--- src/rtl/lsu_pkg.sv ---
// Shared definitions for the load/store unit.
// funct3 width codes, FSM states and response error codes.
package lsu_pkg;

   localparam logic [2:0] F3_LB  = 3'b000;
   localparam logic [2:0] F3_LH  = 3'b001;
   localparam logic [2:0] F3_LW  = 3'b010;
   localparam logic [2:0] F3_LBU = 3'b100;
   localparam logic [2:0] F3_LHU = 3'b101;
   localparam logic [2:0] F3_SB  = 3'b000;
   localparam logic [2:0] F3_SH  = 3'b001;
   localparam logic [2:0] F3_SW  = 3'b010;

   typedef enum logic [1:0] {
      S_IDLE,
      S_BUS,
      S_RESP
   } state_t;

   typedef enum logic [1:0] {
      ERR_OK      = 2'b00,
      ERR_MISAL   = 2'b01,
      ERR_ILLEGAL = 2'b10,
      ERR_TIMEOUT = 2'b11
   } rsp_err_t;

endpackage

--- src/rtl/lsu_lane_align.sv ---
// Byte-lane steering for the load/store unit (purely combinational).
// In: funct3, lo (addr[1:0]), is_load/is_store, wdata, rdata.
// Out: be, wdata_rep, rdata_fmt, misal, illegal.
module lsu_lane_align
   import lsu_pkg::*;
(
   input  logic [2:0]  funct3,
   input  logic [1:0]  lo,
   input  logic        is_load,
   input  logic        is_store,
   input  logic [31:0] wdata,
   input  logic [31:0] rdata,
   output logic [3:0]  be,
   output logic [31:0] wdata_rep,
   output logic [31:0] rdata_fmt,
   output logic        misal,
   output logic        illegal
);

   logic [7:0]  byte_sel;
   logic [15:0] half_sel;

   assign byte_sel = rdata[{lo, 3'b000} +: 8];
   assign half_sel = lo[1] ? rdata[31:16] : rdata[15:0];

   always_comb begin
      be        = 4'b1111;
      wdata_rep = '0;
      if (is_store) begin
         case (funct3)
            F3_SB: begin
               be        = 4'b0001 << lo;
               wdata_rep = {4{wdata[7:0]}};
            end
            F3_SH: begin
               be        = 4'b0011 << {lo[1], 1'b0};
               wdata_rep = {2{wdata[15:0]}};
            end
            F3_SW: begin
               be        = 4'b1111;
               wdata_rep = wdata;
            end
            default: begin
               be        = 4'b0000;
               wdata_rep = '0;
            end
         endcase
      end
   end

   always_comb begin
      rdata_fmt = '0;
      case (funct3)
         F3_LB:  rdata_fmt = {{24{byte_sel[7]}}, byte_sel};
         F3_LH:  rdata_fmt = {{16{half_sel[15]}}, half_sel};
         F3_LW:  rdata_fmt = rdata;
         F3_LBU: rdata_fmt = {24'h0, byte_sel};
         F3_LHU: rdata_fmt = {16'h0, half_sel};
         default: rdata_fmt = '0;
      endcase
   end

   // Halfword codes share funct3[1:0]=01, word codes 10, for loads and stores.
   assign misal = ((funct3[1:0] == 2'b01) && lo[0])
                | ((funct3[1:0] == 2'b10) && (lo != 2'b00));

   assign illegal = (is_load == is_store)
                  | (is_load && ((funct3 == 3'b011)
                              || (funct3 == 3'b110)
                              || (funct3 == 3'b111)))
                  | (is_store && (funct3 > 3'b010));

endmodule

--- src/rtl/lsu_dmem_ctrl.sv ---
// Load/store unit: one data-memory access at a time over req/ack,
// with formatted load data or an error code returned via valid/ready.
// Ports: clk, rst_n; req_valid/req_ready, is_load, is_store, funct3,
// addr, wdata (execute); mem_req/we/addr/be/wdata, mem_ack/rdata (dmem);
// rsp_valid/rsp_ready, rsp_rdata, rsp_err (writeback).
module lsu_dmem_ctrl
   import lsu_pkg::*;
#(
   parameter int DMEM_AW = 5,
   parameter int TIMEOUT = 15,
   parameter int CNT_W   = 4
) (
   input  logic               clk,
   input  logic               rst_n,
   input  logic               req_valid,
   output logic               req_ready,
   input  logic               is_load,
   input  logic               is_store,
   input  logic [2:0]         funct3,
   input  logic [31:0]        addr,
   input  logic [31:0]        wdata,
   output logic               mem_req,
   output logic               mem_we,
   output logic [DMEM_AW-1:0] mem_addr,
   output logic [3:0]         mem_be,
   output logic [31:0]        mem_wdata,
   input  logic               mem_ack,
   input  logic [31:0]        mem_rdata,
   output logic               rsp_valid,
   input  logic               rsp_ready,
   output logic [31:0]        rsp_rdata,
   output logic [1:0]         rsp_err
);

   state_t             state_q, state_d;
   logic [CNT_W-1:0]   cnt_q, cnt_d;
   logic [2:0]         f3_q, f3_d;
   logic [1:0]         lo_q, lo_d;
   logic               mem_req_d, mem_we_d;
   logic [DMEM_AW-1:0] mem_addr_d;
   logic [3:0]         mem_be_d;
   logic [31:0]        mem_wdata_d;
   logic               rsp_valid_d;
   logic [31:0]        rsp_rdata_d;
   rsp_err_t           rsp_err_q, rsp_err_d;

   logic [2:0]  al_f3;
   logic [1:0]  al_lo;
   logic [3:0]  al_be;
   logic [31:0] al_wdata;
   logic [31:0] al_rdata;
   logic        al_misal;
   logic        al_illegal;
   logic        tmo_hit;
   logic        unused_addr;

   assign unused_addr = ^addr[31:DMEM_AW+2];

   // The request fields only matter while idle; during BUS the latched
   // width and lane drive load formatting.
   assign al_f3 = (state_q == S_IDLE) ? funct3 : f3_q;
   assign al_lo = (state_q == S_IDLE) ? addr[1:0] : lo_q;

   lsu_lane_align u_align (
      .funct3    (al_f3),
      .lo        (al_lo),
      .is_load   (is_load),
      .is_store  (is_store),
      .wdata     (wdata),
      .rdata     (mem_rdata),
      .be        (al_be),
      .wdata_rep (al_wdata),
      .rdata_fmt (al_rdata),
      .misal     (al_misal),
      .illegal   (al_illegal)
   );

   assign req_ready = (state_q == S_IDLE);
   assign rsp_err   = rsp_err_q;
   assign tmo_hit   = (TIMEOUT != 0)
                   && (cnt_q == CNT_W'(TIMEOUT - 1));

   always_comb begin
      state_d     = state_q;
      cnt_d       = cnt_q;
      f3_d        = f3_q;
      lo_d        = lo_q;
      mem_req_d   = mem_req;
      mem_we_d    = mem_we;
      mem_addr_d  = mem_addr;
      mem_be_d    = mem_be;
      mem_wdata_d = mem_wdata;
      rsp_valid_d = rsp_valid;
      rsp_rdata_d = rsp_rdata;
      rsp_err_d   = rsp_err_q;
      case (state_q)
         S_IDLE: begin
            if (req_valid) begin
               f3_d        = funct3;
               lo_d        = addr[1:0];
               rsp_rdata_d = '0;
               if (al_illegal) begin
                  state_d     = S_RESP;
                  rsp_valid_d = 1'b1;
                  rsp_err_d   = ERR_ILLEGAL;
               end else if (al_misal) begin
                  state_d     = S_RESP;
                  rsp_valid_d = 1'b1;
                  rsp_err_d   = ERR_MISAL;
               end else begin
                  state_d     = S_BUS;
                  cnt_d       = '0;
                  mem_req_d   = 1'b1;
                  mem_we_d    = is_store;
                  mem_addr_d  = addr[DMEM_AW+1:2];
                  mem_be_d    = al_be;
                  mem_wdata_d = al_wdata;
               end
            end
         end
         S_BUS: begin
            if (mem_ack) begin
               state_d     = S_RESP;
               mem_req_d   = 1'b0;
               mem_we_d    = 1'b0;
               rsp_valid_d = 1'b1;
               rsp_err_d   = ERR_OK;
               rsp_rdata_d = mem_we ? 32'h0 : al_rdata;
            end else if (tmo_hit) begin
               state_d     = S_RESP;
               mem_req_d   = 1'b0;
               mem_we_d    = 1'b0;
               rsp_valid_d = 1'b1;
               rsp_err_d   = ERR_TIMEOUT;
               rsp_rdata_d = '0;
            end else begin
               cnt_d = cnt_q + 1'b1;
            end
         end
         S_RESP: begin
            if (rsp_ready) begin
               state_d     = S_IDLE;
               rsp_valid_d = 1'b0;
               cnt_d       = '0;
            end
         end
         default: state_d = S_IDLE;
      endcase
   end

   always_ff @(posedge clk or negedge rst_n) begin
      if (!rst_n) begin
         state_q   <= S_IDLE;
         cnt_q     <= '0;
         f3_q      <= '0;
         lo_q      <= '0;
         mem_req   <= 1'b0;
         mem_we    <= 1'b0;
         mem_addr  <= '0;
         mem_be    <= '0;
         mem_wdata <= '0;
         rsp_valid <= 1'b0;
         rsp_rdata <= '0;
         rsp_err_q <= ERR_OK;
      end else begin
         state_q   <= state_d;
         cnt_q     <= cnt_d;
         f3_q      <= f3_d;
         lo_q      <= lo_d;
         mem_req   <= mem_req_d;
         mem_we    <= mem_we_d;
         mem_addr  <= mem_addr_d;
         mem_be    <= mem_be_d;
         mem_wdata <= mem_wdata_d;
         rsp_valid <= rsp_valid_d;
         rsp_rdata <= rsp_rdata_d;
         rsp_err_q <= rsp_err_d;
      end
   end

endmodule

--- config.mk ---
export PLATFORM = sky130hd
export DESIGN_NAME = lsu_dmem_ctrl
export DESIGN_NICKNAME = d
export VERILOG_FILES = /design/src/rtl/lsu_pkg.sv /design/src/rtl/lsu_lane_align.sv /design/src/rtl/lsu_dmem_ctrl.sv
export SDC_FILE = /design/constraint.sdc
export NUM_CORES = 1
export LEC_CHECK = 0
export CAP_MARGIN = 5
export CORE_MARGIN = 2
export CORE_UTILIZATION = 35
export CTS_BUF_LIST = sky130_fd_sc_hd__clkbuf_8
export DETAILED_ROUTE_END_ITERATION = 8
export GPL_ROUTABILITY_DRIVEN = 0
export GPL_TIMING_DRIVEN = 0
export PLACE_DENSITY = 0.65
export SLEW_MARGIN = 40
export SYNTH_ARGS = -nofsm -noshare
export SYNTH_HDL_FRONTEND = slang
export SYNTH_HIERARCHICAL = 1
export SYNTH_SLANG_ARGS = --single-unit
--- constraint.sdc ---
create_clock -name clk -period 4.4 [get_ports clk]
set_input_delay 0.88 -clock clk [delete_from_list [all_inputs] [get_ports clk]]
set_output_delay 0.88 -clock clk [all_outputs]
set_load 0.03 [all_outputs]
==> results of run 1 <==
[area by class of cell]
cell class	instances	area, µm²
buffer	43	260
clock buffer	9	124
clock inverter	6	42.5
fill	1363	7260
inverter	5	18.8
multi-input combinational	345	2640
sequential	89	2230
tap	184	230
timing repair buffer	160	1620
[worst min-delay path by stage]
stage,startpoint,to,cells past startpoint
after detailed placement,rsp_rdata[28]$_DFFE_PN0P_,rsp_rdata[28]$_DFFE_PN0P_,1
after global placement,mem_wdata[27]$_DFFE_PN0P_,mem_wdata[27]$_DFFE_PN0P_,1
after global routing,rst_n,rsp_rdata[21]$_DFFE_PN0P_,1
final,rst_n,rsp_rdata[5]$_DFFE_PN0P_,1
after CTS,rst_n,mem_wdata[18]$_DFFE_PN0P_,1
after floorplan,f3_q[0]$_DFFE_PN0P_,f3_q[0]$_DFFE_PN0P_,1
[through the flow]
step | setup TNS (ns) | util [%]
3_3_place_gp | -74.90 | 48.3
5_1_grt | 0 | 49.7
2_1_floorplan | 0 | -
3_5_place_dp | 0 | 48.5
4_1_cts | 0 | 49.7
6_report | 0 | 49.7
[cells in the mapped netlist (all sizes together), types with 2 or more instances]
cell type  instances
dfrtp             89
buf               34
or2                2
a31oi              2
a21oi             54
nor3b              4
nand2             47
a211oi            16
a32oi              2
ha                 2
mux2              72
nor2               6
mux2i              8
clkbuf             9
nor2b              3
a22oi             18
o21ai             17
a21o              18
nand2b            15
or3                2
inv                5
a22o              32
and2               9
[state kept, by name, indices dropped and copies added, names as in the netlist]
| name | flops |
|---|---|
| rsp_err | 2 |
| mem_be | 4 |
| state_q | 2 |
| rsp_valid | 1 |
| lo_q | 2 |
| mem_req | 1 |
| mem_we | 1 |
| mem_addr | 5 |
| cnt_q | 4 |
| f3_q | 3 |
| mem_wdata | 32 |
| rsp_rdata | 32 |
[layer usage]
metal	vias to the layer above	share of wire (%)	track usage (%)	routed length (µm)
met5	-	0	0	0
met4	0	2.1	7.06	335
met3	21	7.0	5.95	1110
met2	165	48	33.4	7630
met1	2176	43	26.3	6840
li1	2119	-	-	-
[worst max-delay path, stage by stage, from the launching register on]
cell	delay, ns
dfrtp_1	0.36
buf_2	0.17
nor2_2	0.36
mux2_2	0.38
buf_4	0.16
buf_2	0.20
buf_2	0.22
o21ai_0	0.18
nand2_1	0.12
or2_1	0.25
buf_6	0.13
nor4b_4	0.72
buf_6	0.25
mux2_2	0.35
[power breakdown]
part / total [µW] / leakage (µW) / internal (µW) / switching, µW
clock network: 505 / 0.0000873 / 204 / 302
registers: 1210 / 0.00119 / 1070 / 137
logic: 3030 / 0.00179 / 1290 / 1740
total: 4750 / 0.00306 / 2560 / 2180
[logic make-up after synthesis]
| group | count (synthesis) | share of synthesized area [%] |
|---|---|---|
| fa+ha+maj | 2 | 0.487 |
| compound gates | 167 | 23.5 |
| buf+inv | 48 | 5.43 |
| simple gates | 96 | 9.76 |
| mux | 80 | 17.5 |
| flops | 89 | 43.3 |
==> impl_metrics.csv, run 1 <==
group,metric,value,unit
floorplan,row_count,44,
global_route,grt_overflow,0,
route,via_count,4481,
floorplan,io_pins,185,
power_and_ir_drop,powerDensity,663,nW/µm²
timing,slew_headroom,46.1,%
logic_synthesis,yosysTopAreaCellShare,43.3,%
floorplan,die_area,15700,µm²
clock_network,h-tree-depth,3,
logic_synthesis,synth.distinct_cells,52,
route,drc,0,
setup_path,worstSetupEndpointType,"flip-flop",
floorplan,core,14400,µm²
clock_network,cts_setup_buffers,0,
timing,report.final.slew_viol_count,0,
final_layout,final_area,7160,µm²
flow_run,max-cap-violations,0,
final_layout,finalNonFillerCells,841,
timing,whs,0.421,ns
logic_synthesis,synth-async-reset-ratio,100,%
setup_path,rr_startpoint,"state_q[1]$_DFFE_PN0P_",
logic_synthesis,synth_area_leader_cell,"dfrtp_1",
route,viasPerCell,5.33,
place,pre_cts_slack,0.0306,ns
hold_path,hold_path.class,"input pin to asynchronous set/reset pin",
route,routedWlPerCell,18.9,µm
logic_synthesis,synthFlopType,"dfrtp_1",
clock_network,cts-buffers-inserted,9,
logic_synthesis,syn-instance-count,482,
timing,setup_slack,0.412,ns
timing,tightest_slew,0.806,ns
global_route,grt_max_degree,46,
global_route,grt.total_usage,20.5,%
clock_network,clkLatencyLatePin,0.38,ns
power_and_ir_drop,power,4750,µW
final_layout,num_antenna_cells,0,
setup_path,crit_type,"flip-flop to flip-flop",
final_layout,nets,761,
timing,period_share,90.6,%
timing,finalHoldViolations,0,
power_and_ir_drop,leakage,0.00306,µW
setup_path,cp-start-kind,"flip-flop",
power_and_ir_drop,ir_drop,0.318,mV
timing,fin_crit,3.99,ns
global_route,grt_pass1_vias,4657,
logic_synthesis,ys_seq_area_share,43.3,%
final_layout,area_delta_synth_final,39.3,%
final_layout,final_common_cell,"clkdlybuf4s50_1",
outcome,status,"completed",
clock_network,clock-sinks,89,
timing,setup_viol,0,
setup_path,crit_path_end,"mem_wdata[3]$_DFFE_PN0P_",
logic_synthesis,netlist_area,5140,µm²
timing,rsz0062_at_grt,"false",
global_route,grt_pass1_wl,25300,µm
logic_synthesis,synthTopCellsByArea,"dfrtp_1 (43%), mux2_2 (14%), a22o_1 (5.5%)",
floorplan,die_h,125,µm
timing,skew,0.0154,ns
place,portBuffers,159,
logic_synthesis,synth_seq_cells,89,
clock_network,cts-root-buf,"clkbuf_8",
place,dpl.hpwl,12300,µm
floorplan,die_x,125,µm
setup_path,critPathArrivalTime,4.26,ns
place,dp_cells,826,
clock_network,cts_tree,"done",
setup_path,crit_start,"state_q[1]$_DFFE_PN0P_",
setup_path,rr_endpoint,"mem_wdata[3]$_DFFE_PN0P_",
clock_network,holdBufCountCts,0,
final_layout,drive_above_1_share,20.9,%
setup_path,r2r_cells,13,
route,firstDrtPassIters,7,
clock_network,clkTransAtPathRegs,0.09,ns
route,ant_nets,0,
clock_network,max-clock-path-buffers,2,
setup_path,critPathMaxFanout,10,
timing,fmax,0.251,GHz
logic_synthesis,avgSynthCellArea,10.7,µm²
setup_path,cp_data_required_time,4.67,ns
route,drtIter0Drc,288,
logic_synthesis,syn_nets,590,
place,place_area,7000,µm²
final_layout,final_cell_mix,"clkdlybuf4s50_1 (158), dfrtp_1 (89), mux2_2 (66)",
global_route,antenna_found_initial,0,
setup_path,r2r_slack,0.41,ns
logic_synthesis,synth_edf_count,0,
clock_network,cts_resized,0,
logic_synthesis,synth_warnings,6,
floorplan,start_util,35.6,%
route,routed_wl,15900,µm
(Power assumes the default switching activity.)
==> run 2, diff against run 1 <==
Settings changed: CORE_ASPECT_RATIO set to 1.2, REMOVE_ABC_BUFFERS set to 1.
==> run 2 against run 1 <==
  * Largest cell class unchanged
  * Die area hardly changed
  * Critical path type unchanged
  * Largest power group unchanged
  * Hold slack improved by 0.046 ns
  * Final area decreased by 1.1%
==> impl_metrics.csv, run 2 (synthesis results as in run 1) <==
group,metric,value,unit
final_layout,area_delta_synth_final,37.8,%
final_layout,final_util,49.3,%
timing,setup_viol,0,
setup_path,path_cells,"nor2_2 > mux2_4 > and2b_2 > nand2_1 > nand2_1 > or2_1 > nor4b_4 > buf_4 > buf_4 > mux2_2",
power_and_ir_drop,ir_drop,0.333,mV
power_and_ir_drop,powerDensity,668,nW/µm²
route,firstDrtPassIters,4,
setup_path,slowest_delay,0.54,ns
floorplan,die_x,115,µm
clock_network,cts_tree,"done",
clock_network,clkLatencyLatePin,0.38,ns
timing,slew_headroom,51.0,%
floorplan,die_h,137,µm
setup_path,cp-start-kind,"flip-flop",
clock_network,holdBufCountCts,0,
timing,period_share,92.4,%
timing,setup_slack,0.336,ns
timing,skew,0.0146,ns
route,routedWlPerCell,18.8,µm
route,drc,0,
final_layout,final_common_cell,"clkdlybuf4s50_1",
clock_network,clkTransAtPathRegs,0.10,ns
clock_network,clock-sinks,89,
floorplan,start_util,35.8,%
place,pre_cts_slack,-0.213,ns
power_and_ir_drop,leakage,0.00300,µW
floorplan,core,14400,µm²
route,via_count,4338,
global_route,grt_overflow,0,
setup_path,worstSetupEndpointType,"flip-flop",
clock_network,cts-buffers-inserted,9,
setup_path,critPathArrivalTime,4.33,ns
clock_network,h-tree-depth,3,
final_layout,final_cell_mix,"clkdlybuf4s50_1 (158), dfrtp_1 (89), mux2_2 (64)",
flow_run,max-cap-violations,0,
floorplan,die_area,15700,µm²
final_layout,drive_above_1_share,19.3,%
global_route,grt_pass1_vias,4521,
setup_path,crit_type,"flip-flop to flip-flop",
final_layout,num_antenna_cells,0,
outcome,status,"completed",
timing,fin_crit,4.06,ns
route,viasPerCell,5.41,
clock_network,cts-root-buf,"clkbuf_8",
place,portBuffers,159,
final_layout,reg.largest.list,"mem_wdata: 32 flops, rsp_rdata: 32 flops, mem_addr: 5 flops",
setup_path,cpMaxStageDelayCell,"mux2_4",
timing,finalHoldViolations,0,
clock_network,cts_setup_buffers,0,
setup_path,critPathMaxFanout,37,
timing,fmax,0.246,GHz
timing,tightest_slew,0.735,ns
global_route,grt_pass1_wl,23700,µm
floorplan,row_count,48,
place,dpl.hpwl,10500,µm
final_layout,fill_cells,1304,
final_layout,nets,730,
timing,report.final.slew_viol_count,0,
floorplan,io_pins,185,
global_route,grt_max_degree,69,
route,ant_nets,0,
clock_network,cts_resized,0,
hold_path,hold_path.class,"input pin to asynchronous set/reset pin",
setup_path,cp_data_required_time,4.67,ns
timing,rsz0062_at_grt,"false",
global_route,antenna_found_initial,0,
route,routed_wl,15100,µm
route,drtIter0Drc,225,
global_route,grt.total_usage,19.4,%
clock_network,max-clock-path-buffers,2,
-- run 2: changes by cell type in the layout (fill, tap and decap cells not counted), moves of 5 or more --
cell | previous run | this run
buf_2 | 22 | 0
clkbuf_1 | 9 | 0
buf_6 | 7 | 1
buf_4 | 4 | 9
-- run 2: final timing paths --
check	from	end	slack, ns	depth (start not counted)
worst min register to register	rsp_rdata[12]$_DFFE_PN0P_	rsp_rdata[12]$_DFFE_PN0P_	0.50	1
worst max-delay path	state_q[0]$_DFFE_PN0P_	mem_addr[1]$_DFFE_PN0P_	0.34	10
min in group clk	rsp_rdata[12]$_DFFE_PN0P_	rsp_rdata[12]$_DFFE_PN0P_	0.50	1
worst min-delay path	rst_n	rsp_rdata[11]$_DFFE_PN0P_	0.47	1
max in group asynchronous	rst_n	cnt_q[2]$_DFFE_PN0P_	3.35	2
worst max register to register	state_q[0]$_DFFE_PN0P_	mem_addr[1]$_DFFE_PN0P_	0.34	10
-- run 2: routing by layer --
| metal | up-vias | part of all wire (%) | GRT usage [%] | wire length [µm] |
|---|---|---|---|---|
| li1 | 2043 | - | - | - |
| met1 | 2148 | 41 | 23.0 | 6240 |
| met2 | 124 | 51 | 33.6 | 7660 |
| met3 | 23 | 4.9 | 3.85 | 736 |
| met4 | 0 | 2.9 | 9.35 | 431 |
| met5 | - | 0 | 0 | 0 |
-- run 2: critical path: cells and delay by family (launching register included) --
kind | cells | cell delay (ns)
multiplexers | 2 | 0.89
flip-flops | 1 | 0.53
AND/OR/NAND/NOR | 6 | 2.03
buffers and inverters | 2 | 0.49
-- run 2: final cells by class --
type	count	area (µm²)	share of cell area, %
clock buffers	9	124	1.75
clock inverters	7	86.3	1.22
inverters	5	18.8	0.265
multi-input cells	345	2680	37.9
flip-flops and latches	89	2230	31.4
well taps	175	219	3.09
repair buffers	172	1730	24.4
-- run 2: metrics by stage --
stage	area, µm²	power (µW)	cells	TNS, ns	hold WS (ns)
2_1_floorplan	4880	3050	439	-15.33	0.477
3_3_place_gp	6690	3990	773	-197.20	0.480
3_5_place_dp	6840	4090	785	-4.56	0.481
4_1_cts	7050	4720	801	0	0.459
5_1_grt	7080	5020	802	0	0.490
6_report	7080	4730	802	0	0.466
-- run 2: report_power, final --
part / switching (µW) / internal, µW
clock network: 307 / 315
logic: 1660 / 1220
registers: 163 / 1070
==> run 3, diff against run 2 <==
Settings changed: CORE_UTILIZATION 35 to 40, PLACE_DENSITY 0.65 to 0.73, RECOVER_POWER set to 100.
==> run 3 against run 2 <==
  * The run now ends with max-capacitance violations, max-slew violations left
  * Clock power down 5.1%
  * Global-route usage grew 2.3 points
  * Hold slack better by 0.031 ns
  * Final area shrank 1.8%
  * Clock-buffer cell count increased by 2
  * Register-to-register slack worse by 0.06 ns
  * Final cell count shrank 1.5%
  * Combinational power fell by 6%
  * Critical endpoint is now mem_wdata[25]$_DFFE_PN0P_
  * Largest cell class unchanged
  * Highest routed layer unchanged
==> impl_metrics.csv, run 3 (synthesis results as in run 1) <==
group,metric,value,unit
outcome,status,"complete, but fails checks",
outcome,violations,"max-capacitance violations, max-slew violations",
global_route,grt.total_usage,21.7,%
timing,tns,0,ns
clock_network,max-clock-path-buffers,2,
setup_path,cp_data_required_time,4.65,ns
global_route,grt_pass1_wl,23500,µm
timing,whs,0.497,ns
timing,period_share,93.6,%
flow_run,max-cap-violations,3,
route,routedWlPerCell,18.8,µm
timing,skew,0.0111,ns
timing,setup_slack,0.280,ns
final_layout,final_util,55.2,%
route,drc,0,
floorplan,row_count,45,
floorplan,io_pins,185,
clock_network,clock-sinks,89,
final_layout,num_antenna_cells,0,
setup_path,crit_type,"flip-flop to flip-flop",
global_route,grt_overflow,0,
final_layout,nets,729,
clock_network,clkTransAtPathRegs,0.09,ns
timing,rsz0062_at_grt,"false",
floorplan,die_x,107,µm
floorplan,die_h,128,µm
timing,tightest_slew,1.76,ns
route,drtIter0Drc,226,
place,pre_cts_slack,-0.445,ns
place,place_area,6820,µm²
route,viasPerCell,5.58,
route,firstDrtPassIters,5,
final_layout,final_area,6960,µm²
final_layout,multi_input_area,2630,µm²
clock_network,cts-buffers-inserted,9,
clock_network,holdBufCountCts,0,
place,portBuffers,159,
global_route,antenna_found_initial,0,
final_layout,register_area,2230,µm²
setup_path,cp-start-kind,"flip-flop",
floorplan,core,12600,µm²
timing,report.final.slew_viol_count,49,
setup_path,critPathArrivalTime,4.37,ns
timing,fmax,0.243,GHz
floorplan,die_area,13800,µm²
place,dpl.hpwl,10500,µm
timing,finalHoldViolations,0,
clock_network,cts_tree,"done",
global_route,grt_pass1_vias,4462,
setup_path,worstSetupEndpointType,"flip-flop",
final_layout,area_delta_synth_final,35.3,%
power_and_ir_drop,ir_drop,0.422,mV
final_layout,final_common_cell,"dfrtp_1",
clock_network,cts-root-buf,"clkbuf_8",
hold_path,hold_path.class,"flip-flop to flip-flop",
timing,fin_crit,4.12,ns
route,ant_nets,0,
timing,slew_headroom,-17.6,%
final_layout,reg.largest.list,"mem_wdata: 32 flops, rsp_rdata: 32 flops, mem_addr: 5 flops",
clock_network,h-tree-depth,3,
power_and_ir_drop,leakage,0.00315,µW
global_route,grt_max_degree,69,
route,routed_wl,14900,µm
clock_network,clkLatencyLatePin,0.37,ns
floorplan,start_util,40.8,%
final_layout,final_cell_mix,"dfrtp_1 (89), dlygate4sd3_1 (80), clkdlybuf4s50_1 (78)",
final_layout,fill_cells,1125,
power_and_ir_drop,powerDensity,650,nW/µm²
final_layout,drive_above_1_share,17.3,%
setup_path,critPathMaxFanout,68,
route,via_count,4411,
timing,setup_viol,0,
## run 3: final timing paths
kind | startpoint | end | slack (ns) | depth (start not counted)
max | state_q[0]$_DFFE_PN0P_ | mem_wdata[25]$_DFFE_PN0P_ | 0.28 | 11
min in group asynchronous | rst_n | rsp_rdata[1]$_DFFE_PN0P_ | 0.97 | 1
min reg2reg | rsp_rdata[12]$_DFFE_PN0P_ | rsp_rdata[12]$_DFFE_PN0P_ | 0.50 | 1
max in group asynchronous | rst_n | mem_be[2]$_DFFE_PN0P_ | 1.16 | 2
min | rsp_rdata[12]$_DFFE_PN0P_ | rsp_rdata[12]$_DFFE_PN0P_ | 0.50 | 1
max reg2reg | state_q[0]$_DFFE_PN0P_ | mem_wdata[25]$_DFFE_PN0P_ | 0.28 | 11
## run 3: final cells by class
| type | instances | area share [%] |
|---|---|---|
| Tap cell | 164 | 2.95 |
| Multi-Input combinational cell | 345 | 37.7 |
| Clock buffer | 11 | 2.18 |
| Timing Repair Buffer | 171 | 24.1 |
| Inverter | 5 | 0.270 |
| Clock inverter | 5 | 0.791 |
| Sequential cell | 89 | 32.0 |
## run 3: where the power goes
group / switching [µW] / total, µW / internal (µW)
Clock: 298 / 590 / 292
Combinational: 1630 / 2710 / 1080
Sequential: 150 / 1220 / 1070
Total: 2080 / 4520 / 2450
## run 3: repair_timing
| action | 4_1_cts | 5_1_grt |
|---|---|---|
| setup endpoints to repair | 16 | 16 |
| buffers inserted | 0 | 0 |
| resized for setup | 2 | 1 |
| hold endpoints to repair | 0 | 0 |
## run 3: through the flow
stage / cells / total power, µW
2_1_floorplan: 439 / 3050
3_5_place_dp: 773 / 4070
5_1_grt: 790 / 4800
6_report: 790 / 4520
3_3_place_gp: 762 / 3970
4_1_cts: 789 / 4680
## run 3: worst max-delay path, stage by stage (launching register included)
cell and delay (ns):
dfrtp_1 0.53, nor2_2 0.41, mux2_8 0.58, nor2b_2 0.31
o21ai_0 0.13, nand2_1 0.09, or2_1 0.30, nor4b_4 0.62
buf_4 0.29, buf_4 0.18, buf_4 0.19, mux2_1 0.35
## run 3: routing by layer
| metal | GRT usage, % | up-vias | routed length [µm] |
|---|---|---|---|
| met5 | 0 | - | 0 |
| met4 | 10.3 | 0 | 543 |
| met3 | 4.78 | 38 | 966 |
| met2 | 35.6 | 178 | 7300 |
| met1 | 27.2 | 2151 | 6040 |
| li1 | - | 2044 | - |
